<file path="src/rtl/uart_tx_serializer_if.sv">
// rtl/uart_tx_serializer_if.sv - word handshake between a host producer and the UART transmitter
//
// Signals:
//   tx_valid  producer -> tx  word present on tx_data
//   tx_data   producer -> tx  DATA_W-bit word, sampled only on handshake
//   tx_ready  tx -> producer  transmitter can accept a word this cycle
// Modports: master = producer side, slave = transmitter side.
interface uart_tx_serializer_if #(
  parameter int DATA_W = 8
);
  logic              tx_valid;
  logic [DATA_W-1:0] tx_data;
  logic              tx_ready;

  modport master (
    output tx_valid,
    output tx_data,
    input  tx_ready
  );

  modport slave (
    input  tx_valid,
    input  tx_data,
    output tx_ready
  );
endinterface

</file>
<file path="src/rtl/uart_tx_serializer.sv">
// rtl/uart_tx_serializer.sv - parallel-in serial-out asynchronous (UART) transmitter
//
// Frames each accepted word as start bit, DATA_W data bits, optional even
// parity bit and STOP_BITS stop bits, each bit held for CLKS_PER_BIT clocks.
//
// Ports:
//   clk    system clock, rising edge
//   rst    synchronous reset, active-low
//   s_tx   uart_tx_serializer_if.slave (tx_valid, tx_data, tx_ready)
//   txd    registered serial line, idle high
//   busy   frame in progress
//
// Optional feature macro: UART_TX_PARITY_EN (adds an even-parity bit after the data).
`ifndef SHIFT_DIR_RIGHT
`define SHIFT_DIR_RIGHT 0
`endif
`ifndef SHIFT_DIR_LEFT
`define SHIFT_DIR_LEFT 1
`endif

module uart_tx_serializer #(
  parameter int DATA_W       = 8,
  parameter int CLKS_PER_BIT = 16,
  parameter int STOP_BITS    = 1,
  parameter int SHIFT_DIR    = `SHIFT_DIR_RIGHT
) (
  input  logic                 clk,
  input  logic                 rst,
  uart_tx_serializer_if.slave  s_tx,
  output logic                 txd,
  output logic                 busy
);

  localparam int BAUD_W = $clog2(CLKS_PER_BIT);
  localparam int BIT_W  = (DATA_W > 1) ? $clog2(DATA_W) : 1;

  localparam logic [BAUD_W-1:0] BAUD_LAST = BAUD_W'(CLKS_PER_BIT - 1);
  localparam logic [BIT_W-1:0]  DATA_LAST = BIT_W'(DATA_W - 1);
  localparam logic [BIT_W-1:0]  STOP_LAST = BIT_W'(STOP_BITS - 1);

  typedef enum logic [2:0] {
    S_IDLE,
    S_START,
    S_DATA,
`ifdef UART_TX_PARITY_EN
    S_PARITY,
`endif
    S_STOP
  } state_t;

  state_t              r_state;
  logic [BAUD_W-1:0]   r_baud;
  logic [BIT_W-1:0]    r_bit;
  logic [DATA_W-1:0]   r_shift;
  logic                r_txd;
  logic                r_busy;
  logic                r_ready;
`ifdef UART_TX_PARITY_EN
  logic                r_parity;
`endif

  logic                w_bit_end;
  logic [DATA_W-1:0]   w_shifted;
  logic                w_out_cur;
  logic                w_out_next;

  assign w_bit_end = (r_baud == BAUD_LAST);

  // The outgoing bit always sits at the end of the register that leaves
  // first, so the register moves one place toward that end per data bit.
  assign w_shifted  = (SHIFT_DIR == `SHIFT_DIR_LEFT) ? (r_shift << 1) : (r_shift >> 1);
  assign w_out_cur  = (SHIFT_DIR == `SHIFT_DIR_LEFT) ? r_shift[DATA_W-1]   : r_shift[0];
  assign w_out_next = (SHIFT_DIR == `SHIFT_DIR_LEFT) ? w_shifted[DATA_W-1] : w_shifted[0];

  assign s_tx.tx_ready = r_ready;
  assign txd           = r_txd;
  assign busy          = r_busy;

  always_ff @(posedge clk) begin
    if (!rst) begin
      r_state  <= S_IDLE;
      r_baud   <= '0;
      r_bit    <= '0;
      r_shift  <= '0;
      r_txd    <= 1'b1;
      r_busy   <= 1'b0;
      r_ready  <= 1'b0;
`ifdef UART_TX_PARITY_EN
      r_parity <= 1'b0;
`endif
    end else begin
      case (r_state)
        S_IDLE: begin
          r_txd   <= 1'b1;
          r_busy  <= 1'b0;
          r_ready <= 1'b1;
          // r_ready is low on the first cycle after reset, so a waiting
          // producer is only accepted once tx_ready has been visible.
          if (s_tx.tx_valid && r_ready) begin
            r_shift  <= s_tx.tx_data;
`ifdef UART_TX_PARITY_EN
            r_parity <= ^s_tx.tx_data;
`endif
            r_baud   <= '0;
            r_bit    <= '0;
            r_state  <= S_START;
            r_txd    <= 1'b0;
            r_busy   <= 1'b1;
            r_ready  <= 1'b0;
          end
        end

        S_START: begin
          if (w_bit_end) begin
            r_baud  <= '0;
            r_bit   <= '0;
            r_state <= S_DATA;
            r_txd   <= w_out_cur;
          end else begin
            r_baud <= r_baud + 1'b1;
          end
        end

        S_DATA: begin
          if (w_bit_end) begin
            r_baud <= '0;
            if (r_bit == DATA_LAST) begin
              r_bit <= '0;
`ifdef UART_TX_PARITY_EN
              r_state <= S_PARITY;
              r_txd   <= r_parity;
`else
              r_state <= S_STOP;
              r_txd   <= 1'b1;
`endif
            end else begin
              r_bit   <= r_bit + 1'b1;
              r_shift <= w_shifted;
              r_txd   <= w_out_next;
            end
          end else begin
            r_baud <= r_baud + 1'b1;
          end
        end

`ifdef UART_TX_PARITY_EN
        S_PARITY: begin
          if (w_bit_end) begin
            r_baud  <= '0;
            r_bit   <= '0;
            r_state <= S_STOP;
            r_txd   <= 1'b1;
          end else begin
            r_baud <= r_baud + 1'b1;
          end
        end
`endif

        S_STOP: begin
          r_txd <= 1'b1;
          if (w_bit_end) begin
            r_baud <= '0;
            if (r_bit == STOP_LAST) begin
              r_bit   <= '0;
              r_state <= S_IDLE;
              r_busy  <= 1'b0;
              r_ready <= 1'b1;
            end else begin
              r_bit <= r_bit + 1'b1;
            end
          end else begin
            r_baud <= r_baud + 1'b1;
          end
        end

        default: begin
          r_state <= S_IDLE;
          r_txd   <= 1'b1;
          r_busy  <= 1'b0;
          r_ready <= 1'b0;
        end
      endcase
    end
  end

endmodule

</file>
<file path="src/flat_wrapper.sv">
// flat-port wrapper written by rule: the top's interface ports become plain ports
module uart_tx_serializer_flat 
#(
  parameter int DATA_W       = 8,
  parameter int CLKS_PER_BIT = 16,
  parameter int STOP_BITS    = 1,
  parameter int SHIFT_DIR    = `SHIFT_DIR_RIGHT
)
  (clk, rst, txd, busy, s_tx_tx_valid, s_tx_tx_data, s_tx_tx_ready);
  uart_tx_serializer_if #(.DATA_W(DATA_W)) s_tx_i ();
  input  logic clk;
  input  logic rst;
  output logic txd;
  output logic busy;
  input wire logic [$bits(s_tx_i.tx_valid)-1:0] s_tx_tx_valid;
  input wire logic [$bits(s_tx_i.tx_data)-1:0] s_tx_tx_data;
  output wire logic [$bits(s_tx_i.tx_ready)-1:0] s_tx_tx_ready;
  assign s_tx_i.tx_valid = s_tx_tx_valid;
  assign s_tx_i.tx_data = s_tx_tx_data;
  assign s_tx_tx_ready = s_tx_i.tx_ready;
  uart_tx_serializer #(.DATA_W(DATA_W), .CLKS_PER_BIT(CLKS_PER_BIT), .STOP_BITS(STOP_BITS), .SHIFT_DIR(SHIFT_DIR)) u_core (.clk(clk), .rst(rst), .s_tx(s_tx_i), .txd(txd), .busy(busy));
endmodule
</file>
<file path="config.mk">
export PLATFORM = sky130hd
export DESIGN_NAME = uart_tx_serializer_flat
export DESIGN_NICKNAME = d
export VERILOG_FILES = /design/src/rtl/uart_tx_serializer_if.sv /design/src/rtl/uart_tx_serializer.sv /design/src/flat_wrapper.sv
export SDC_FILE = /design/constraint.sdc
export NUM_CORES = 1
export LEC_CHECK = 0
export ABC_CLOCK_PERIOD_IN_PS = 3700
export BUFFER_PORTS_ARGS = -buffer_cell sky130_fd_sc_hd__buf_2
export CAP_MARGIN = 20
export CORE_MARGIN = 8
export CORE_UTILIZATION = 52
export CTS_CLUSTER_DIAMETER = 120
export DETAILED_ROUTE_END_ITERATION = 10
export GPL_TIMING_DRIVEN = 0
export PLACE_DENSITY_LB_ADDON = 0.3
export SYNTH_ARGS = -nofsm -noshare
export SYNTH_HDL_FRONTEND = slang
export SYNTH_SLANG_ARGS = --single-unit
</file>
<file path="constraint.sdc">
create_clock -name clk -period 3.7 [get_ports clk]
set_input_delay 0.74 -clock clk [delete_from_list [all_inputs] [get_ports clk]]
set_output_delay 0.74 -clock clk [all_outputs]
set_load 0.005 [all_outputs]
</file>
==> flow_summary.json, run 1 <==
{
  "status": "finished, final reports clean",
  "numClockSinks": 20,
  "crit_chain": "ha_1 -> ha_1 -> nand4b_1 -> a22oi_2 -> buf_4 -> nand2_1 -> o211a_1",
  "grt.met1_usage_pct": 13.90,
  "crit_path_frequent_cell": "ha_1",
  "critical_path_sink_type": "register",
  "cts.clk_slew.worst_paths_ps": 110,
  "floorplan.io_pins": 14,
  "grt_remaining_overflow": 0,
  "worst_clock_skew_ps": 2.292,
  "setup_total_negative_slack_ps": 0,
  "post-cts-setup-buffer-count": 0,
  "fraction_of_the_cycle_the_final_worst_path_needs_pct": 49.35,
  "cts_tree": "built",
  "synth_edf_count": 0,
  "ys_types": 33,
  "p_per_area_nw_per_um2": 652.1,
  "worst-path-buf-inv": 1,
  "start_util_pct": 56.19,
  "place_inst": 164,
  "hold_violations": 0,
  "multi_input_area_sq_um": 658.1,
  "wirelength_microns": 2268,
  "timing.hold.worst.class": "reg -> reg",
  "cpMaxStageDelayCell": "a22oi_2",
  "first_iter_violations": 25,
  "synthTopCellsByArea": "dfxtp_1, mux2i_1, ha_1",
  "grt_setup_unrepaired": "no",
  "r2r-end": "u_core.r_shift[6]",
  "syn_inst": 125,
  "vias_per_cell": 5.488,
  "worst-r2r-cell-count": 7,
  "cts-root-to-sink-buffers": 2,
  "crit_arrival_ps": 2030,
  "hpwlAfterDp_microns": 1765,
  "flow.area_growth_from_synthesis_pct": 11.69,
  "detail_route.first_pass.iterations": 4,
  "worst_skew_pair_later_pin_latency_ps": 300,
  "finalWeightedCongestion": 0.8593,
  "first_global_vias": 922,
  "synth-seq-cells": 20,
  "coreArea_sq_um": 1982,
  "synthFlopType": "dfxtp_1",
  "worst-r2r-setup-slack_ps": 1870,
  "synthesis.area_sq_um": 1114,
  "maxSlewHeadroom_pct": 69.47,
  "clock_tree.htree_level_count": 1,
  "routed_antenna_nets": 0,
  "cpPeakStageDelay_ps": 350,
  "worst-slew-pin-transition_ps": 457.9,
  "placement.io_buffers": 12,
  "via_count": 922,
  "finalHoldWorstSlack_ps": 478.5,
  "synthTopCellsByCount": "nand2_1, dfxtp_1, mux2i_1",
  "yosys.area.top_type": "dfxtp_1",
  "finalWorstSetupSlack_ps": 1874,
  "crit_path_start_kind": "register",
  "diode_count": 0,
  "synth.top_cell.area_share_pct": 35.96,
  "cts_root_buf": "clkbuf_4",
  "wl_per_cell_microns": 13.50,
  "timing.rr.start": "u_core.r_bit[0]",
  "final_layout_size_suffix_gt1_share_pct": 16.31,
  "ctsResizeCount": 0,
  "route.detailed.drc": 0,
  "static-leakage-power_uw": 0.0005885,
  "placement.setup.worst_slack_ps": 1883,
  "ff_latch_area_sq_um": 400.4,
  "fin_util_pct": 62.75,
  "cts_hold_buf": 0,
  "globalRouteMet3Util_pct": 3.584,
  "grt_max_degree": 12,
  "cts_inserted_buffers": 3,
  "final-instance-count-excl-fill": 168,
  "fmax_ghz": 0.5476,
  "path_delay_family": "compound AO/OA/AOI/OAI gates",
  "postSynth.asyncResetShare_pct": 0,
  "postSynthNetCount": 145,
  "initial_antenna_violation_count": 0,
  "final_period_minus_worst_setup_slack_ps": 1826,
  "synth-seq-area-share_pct": 35.96,
  "timing.critical_path.required_ps": 3910,
  "synth-warning-count": 0,
  "gr-usage-all-layers_pct": 11.74,
  "globalRoute.busiestLayer": "met2",
  "row_count": 16,
  "nFillCells": 168,
  "finalNetCount": 162,
  "post-synth-top-count-cell": "nand2_1",
  "fp.dieH_microns": 62.28,
  "crit_path_start": "u_core.r_bit[0]",
  "crit_path_end": "u_core.r_shift[6]",
  "crit_path_max_fanout": 10,
  "grt.met2_usage_pct": 18.76,
  "postSynthAreaPerCell_sq_um": 8.909,
  "maxSlewViolCount": 0,
  "die-area_sq_um": 3878,
  "die_width_microns": 62.28,
  "critPathKind": "reg -> reg",
  "worst-path-stages": 7,
  "maxCapViolCount": 0,
  "vdd_drop_max_uv": 377.2,
  "finalSetupViolations": 0,
  "grt_pass1_wl_microns": 3870
}
layout make-up:
type	instances	share of cell area [%]
Clock buffer	4	2.918
Tap cell	27	2.716
Sequential cell	20	32.19
Timing Repair Buffer	12	4.829
Buffer	6	2.314
Multi-Input combinational cell	92	52.92
Inverter	7	2.113
power by group:
group          internal (uW)  switching (uW)  leakage [uW]
combinational            167             205      0.000404
clock                   60.0            69.1     0.0000210
sequential               271            39.1      0.000163
metal layers:
layer | wire length (microns) | share of wire (%) | vias to the layer above
met2 | 1042 | 46 | 24
met3 | 112 | 4.9 | 5
li1 | - | - | 473
met4 | 31 | 1.4 | 0
met1 | 1082 | 48 | 420
met5 | 0 | 0 | -
worst min path at each step:
stage | cells past startpoint | slack (ps) | end | start
floorplan | 2 | 450 | u_core.r_shift[7] | u_core.r_shift[7]
global placement | 2 | 450 | u_core.busy | u_core.busy
detailed placement | 2 | 460 | u_core.busy | u_core.busy
CTS | 2 | 480 | u_core.busy | u_core.busy
global route | 2 | 500 | u_core.busy | u_core.busy
finish | 2 | 480 | u_core.busy | u_core.busy
sequential cells by signal (all words and copies together), names as in the netlist:
signal,cells
u_core.r_shift,8
u_core.r_baud,4
u_core.r_bit,3
u_core.r_state,2
u_core.busy,1
u_core.s_tx.tx_ready,1
u_core.txd,1
cells by family (layout without fill, tap and decap cells):
group | Yosys count | in the layout | synth area share, %
simple gates | 44 | 44 | 18.43
compound gates | 26 | 26 | 18.99
flops | 20 | 20 | 35.95
buf+inv | 13 | 29 | 4.944
mux | 12 | 12 | 10.79
fa+ha+maj | 9 | 9 | 10.11
xor+xnor | 1 | 1 | 0.7867
through the flow:
stage	power, uW	area, sq um
6_report	811.0	1244
5_1_grt	880.5	1244
4_1_cts	818.9	1244
3_5_place_dp	689.4	1207
3_3_place_gp	672.6	1207
2_1_floorplan	602.8	1114
tightest hold or removal path, delay by kind of cell, from the launching register on:
family,cells,cell delay (ps)
compound gates,2,120
flops,1,330
cell usage in the layout, fill, tap and decap left out:
cell | netlist | routed
a21boi_0 | 1 | 1
a21boi_1 | 2 | 2
a21oi_2 | 1 | 1
a22oi_1 | 1 | 1
a22oi_2 | 1 | 1
a31oi_1 | 1 | 1
a41o_1 | 1 | 1
and3_1 | 2 | 2
buf_2 | 2 | 14
buf_4 | 1 | 1
clkbuf_1 | 3 | 3
clkbuf_4 | 0 | 3
clkbuf_8 | 0 | 1
dfxtp_1 | 20 | 20
ha_1 | 9 | 9
inv_1 | 7 | 7
mux2i_1 | 12 | 12
nand2_1 | 21 | 21
nand2b_1 | 1 | 1
nand3_1 | 5 | 5
nand3_2 | 1 | 1
nand4b_1 | 1 | 1
nor2_1 | 6 | 6
nor2b_1 | 2 | 2
nor3_1 | 3 | 3
o211a_1 | 7 | 7
o211ai_1 | 2 | 2
o21ai_0 | 4 | 4
o21bai_1 | 1 | 1
o221a_2 | 1 | 1
o22ai_1 | 2 | 2
o31ai_1 | 1 | 1
or3_1 | 1 | 1
or4_1 | 1 | 1
xnor2_1 | 1 | 1
Note: power is estimated with default switching activity, not from simulation.
==> run 2: changes to the inputs <==
- ABC_AREA: not set -> 1
- ABC_CLOCK_PERIOD_IN_PS: 3700 -> 1800
- clock period: 3.7 -> 1.8 ns (I/O delays scaled with it)
==> flow_summary.json, run 2 <==
{
  "final_period_minus_worst_setup_slack_ps": 1658,
  "hpwlAfterDp_microns": 1969,
  "synth-warning-count": 0,
  "compound_gate_portion_of_the_synthesized_area_pct": 10.77,
  "first_global_vias": 1105,
  "crit_path_start_kind": "register",
  "min_to": "u_core.r_shift[7]",
  "timing.critical_path.required_ps": 1990,
  "ctsResizeCount": 0,
  "synth.top_cell.area_share_pct": 35.16,
  "cts_inserted_buffers": 3,
  "floorplan.io_pins": 14,
  "maxCapViolCount": 0,
  "flow.area_growth_from_synthesis_pct": 14.18,
  "crit_path_frequent_cell": "nand2_1",
  "postSynth.asyncResetShare_pct": 0,
  "wirelength_microns": 2612,
  "hold_path_depth": 3,
  "numClockSinks": 20,
  "cts_tree": "built",
  "route.detailed.drc": 0,
  "cts.clk_slew.worst_paths_ps": 110,
  "die-area_sq_um": 3943,
  "hold_violations": 0,
  "synthTopCellsByCount": "nand2_1, dfxtp_1, a21oi_1, nor2_1, inv_1",
  "synthesis.area_sq_um": 1139,
  "crit_path_max_fanout": 10,
  "final_layout_size_suffix_gt1_share_pct": 13.98,
  "status": "finished, final reports clean",
  "crit_arrival_ps": 1850,
  "vdd_drop_max_uv": 721.9,
  "first_iter_violations": 73,
  "post_synth_xor_area_fraction_pct": 0.7692,
  "path_delay_family": "flip-flops",
  "synth_edf_count": 0,
  "cts_root_buf": "clkbuf_4",
  "timing.rr.start": "u_core.r_state[0]",
  "syn_inst": 170,
  "synth_simple_gate_area_share_pct": 36.59,
  "critical_path_sink_type": "register",
  "worst-path-buf-inv": 2,
  "ff_latch_area_sq_um": 400.4,
  "cts_hold_buf": 0,
  "cts-root-to-sink-buffers": 2,
  "via_count": 1142,
  "postSynthAreaPerCell_sq_um": 6.698,
  "timing.hold.worst.class": "in -> reg",
  "synthFlopType": "dfxtp_1",
  "setup_total_negative_slack_ps": 0,
  "worst-r2r-setup-slack_ps": 140,
  "fmax_ghz": 0.6031,
  "diode_count": 0,
  "synth-seq-cells": 20,
  "synth-seq-area-share_pct": 35.16,
  "grt_setup_unrepaired": "no",
  "p_per_area_nw_per_um2": 1427,
  "layout_top_registers": "u_core.r_shift (8), u_core.r_baud (4), u_core.r_bit (3)",
  "ys_types": 21,
  "detail_route.first_pass.iterations": 4,
  "r2r-end": "u_core.txd",
  "worst_clock_skew_ps": 2.842,
  "multi_input_area_sq_um": 688.2,
  "top_register": "u_core.r_shift",
  "most-common-layout-cells": "nand2_1, dfxtp_1, nor2_1, a21oi_1, buf_2",
  "wl_per_cell_microns": 12.21,
  "fp.dieH_microns": 62.80,
  "yosys.area.top_type": "dfxtp_1",
  "clock_tree.htree_level_count": 1,
  "critPathKind": "reg -> reg",
  "worst-r2r-cell-count": 7,
  "grt_pass1_wl_microns": 4547,
  "static-leakage-power_uw": 0.0006194,
  "grt_max_degree": 12,
  "crit_chain": "inv_1 -> ha_1 -> nand2_1 -> buf_2 -> nand2_1 -> o21ai_1 -> o211ai_1",
  "worst_skew_pair_later_pin_latency_ps": 310,
  "routed_antenna_nets": 0,
  "most_frequent_standard_cell_in_the_layout_excluding_fill_and_tap_cells": "nand2_1",
  "maxSlewHeadroom_pct": 68.54,
  "maxSlewViolCount": 0,
  "row_count": 17,
  "finalSetupViolations": 0,
  "coreArea_sq_um": 2148,
  "gr-usage-all-layers_pct": 13.65,
  "crit_path_start": "u_core.r_state[0]",
  "worst-slew-pin-transition_ps": 471.9,
  "placement.io_buffers": 12,
  "grt_remaining_overflow": 0,
  "post-cts-setup-buffer-count": 0,
  "synthTopCellsByArea": "dfxtp_1, nand2_1, ha_1",
  "hold_start": "s_tx_tx_data[7]",
  "start_util_pct": 53.00,
  "die_width_microns": 62.80,
  "synth-adder-area-share_pct": 9.890,
  "vias_per_cell": 5.336,
  "cpPeakStageDelay_ps": 400,
  "post-synth-top-count-cell": "nand2_1",
  "worst-path-stages": 7,
  "combinational_family_with_the_most_area_after_synthesis": "simple AND/OR/NAND/NOR gates",
  "initial_antenna_violation_count": 0,
  "finalNetCount": 207,
  "nFillCells": 193,
  "cpMaxStageDelayCell": "dfxtp_1",
  "synthMuxAreaShare_pct": 0,
  "postSynthNetCount": 190,
  "max_reg_flops": 8,
  "power.total_uw": 1856,
  "fraction_of_the_cycle_the_final_worst_path_needs_pct": 92.11,
  "finalWeightedCongestion": 0.8433
}
-- run 2: cell count changes in the layout (fill, tap and decap cells not counted), sizes merged, moves of 3 or more --
cell / delta
nand4: +10
nand3: +4
o211a: -7
nor3: -3
inv: +8
nand2: +41
a21oi: +15
nor2: +9
a21boi: -3
mux2i: -12
-- run 2: report_power, final --
part / switching, uW / total, uW / leakage (uW) / internal [uW]
clock: 144 / 268 / 0.0000210 / 124
combinational: 595 / 921 / 0.000435 / 325
sequential: 90.7 / 667 / 0.000164 / 577
total: 830 / 1860 / 0.000619 / 1030
-- run 2: worst min-delay path, delay by kind of cell --
family                 cells  cell delay [ps]
AO/OA/AOI/OAI              1               60
buffers and inverters      1               90
AND/OR/NAND/NOR            1               70
-- run 2: layer usage --
metal	track usage, %	part of all wire, %	vias up
met2	23.67	50	27
met4	7.123	1.8	0
met5	0	0	-
li1	-	-	586
met3	2.509	3.6	5
met1	15.46	45	524
-- run 2: through the flow --
step,utilization (%),hold WS [ps],setup slack (ps),std cells,cell area (sq um)
after global routing,60.51,342.6,5.180,214,1300
after global placement,57.43,446.0,128.9,210,1234
after detailed placement,57.43,453.9,32.57,210,1234
after floorplan,-,441.2,351.3,170,1139
after CTS,59.11,309.3,13.49,214,1270
final,60.51,310.1,142.0,214,1300
-- run 2: kinds of logic after synthesis --
group           count (synthesis)
simple gates                   98
compound gates                 22
buf+inv                        20
flops                          20
fa+ha+maj                       9
xor+xnor                        1
-- run 2: layout make-up --
class	count	share of cell area (%)
sequential	20	30.80
clock buffer	4	2.791
multi-input combinational	130	52.94
buffer	4	1.347
timing repair buffer	12	4.620
tap	28	2.695
inverter	16	4.812
-- run 2: worst max-delay path by stage --
stage	slack [ps]	end
after floorplan	350	u_core.r_bit[1]
after global placement	130	u_core.r_shift[2]
after detailed placement	30	u_core.r_shift[1]
after CTS	10	u_core.r_shift[1]
after global routing	5	u_core.txd
final	140	u_core.txd
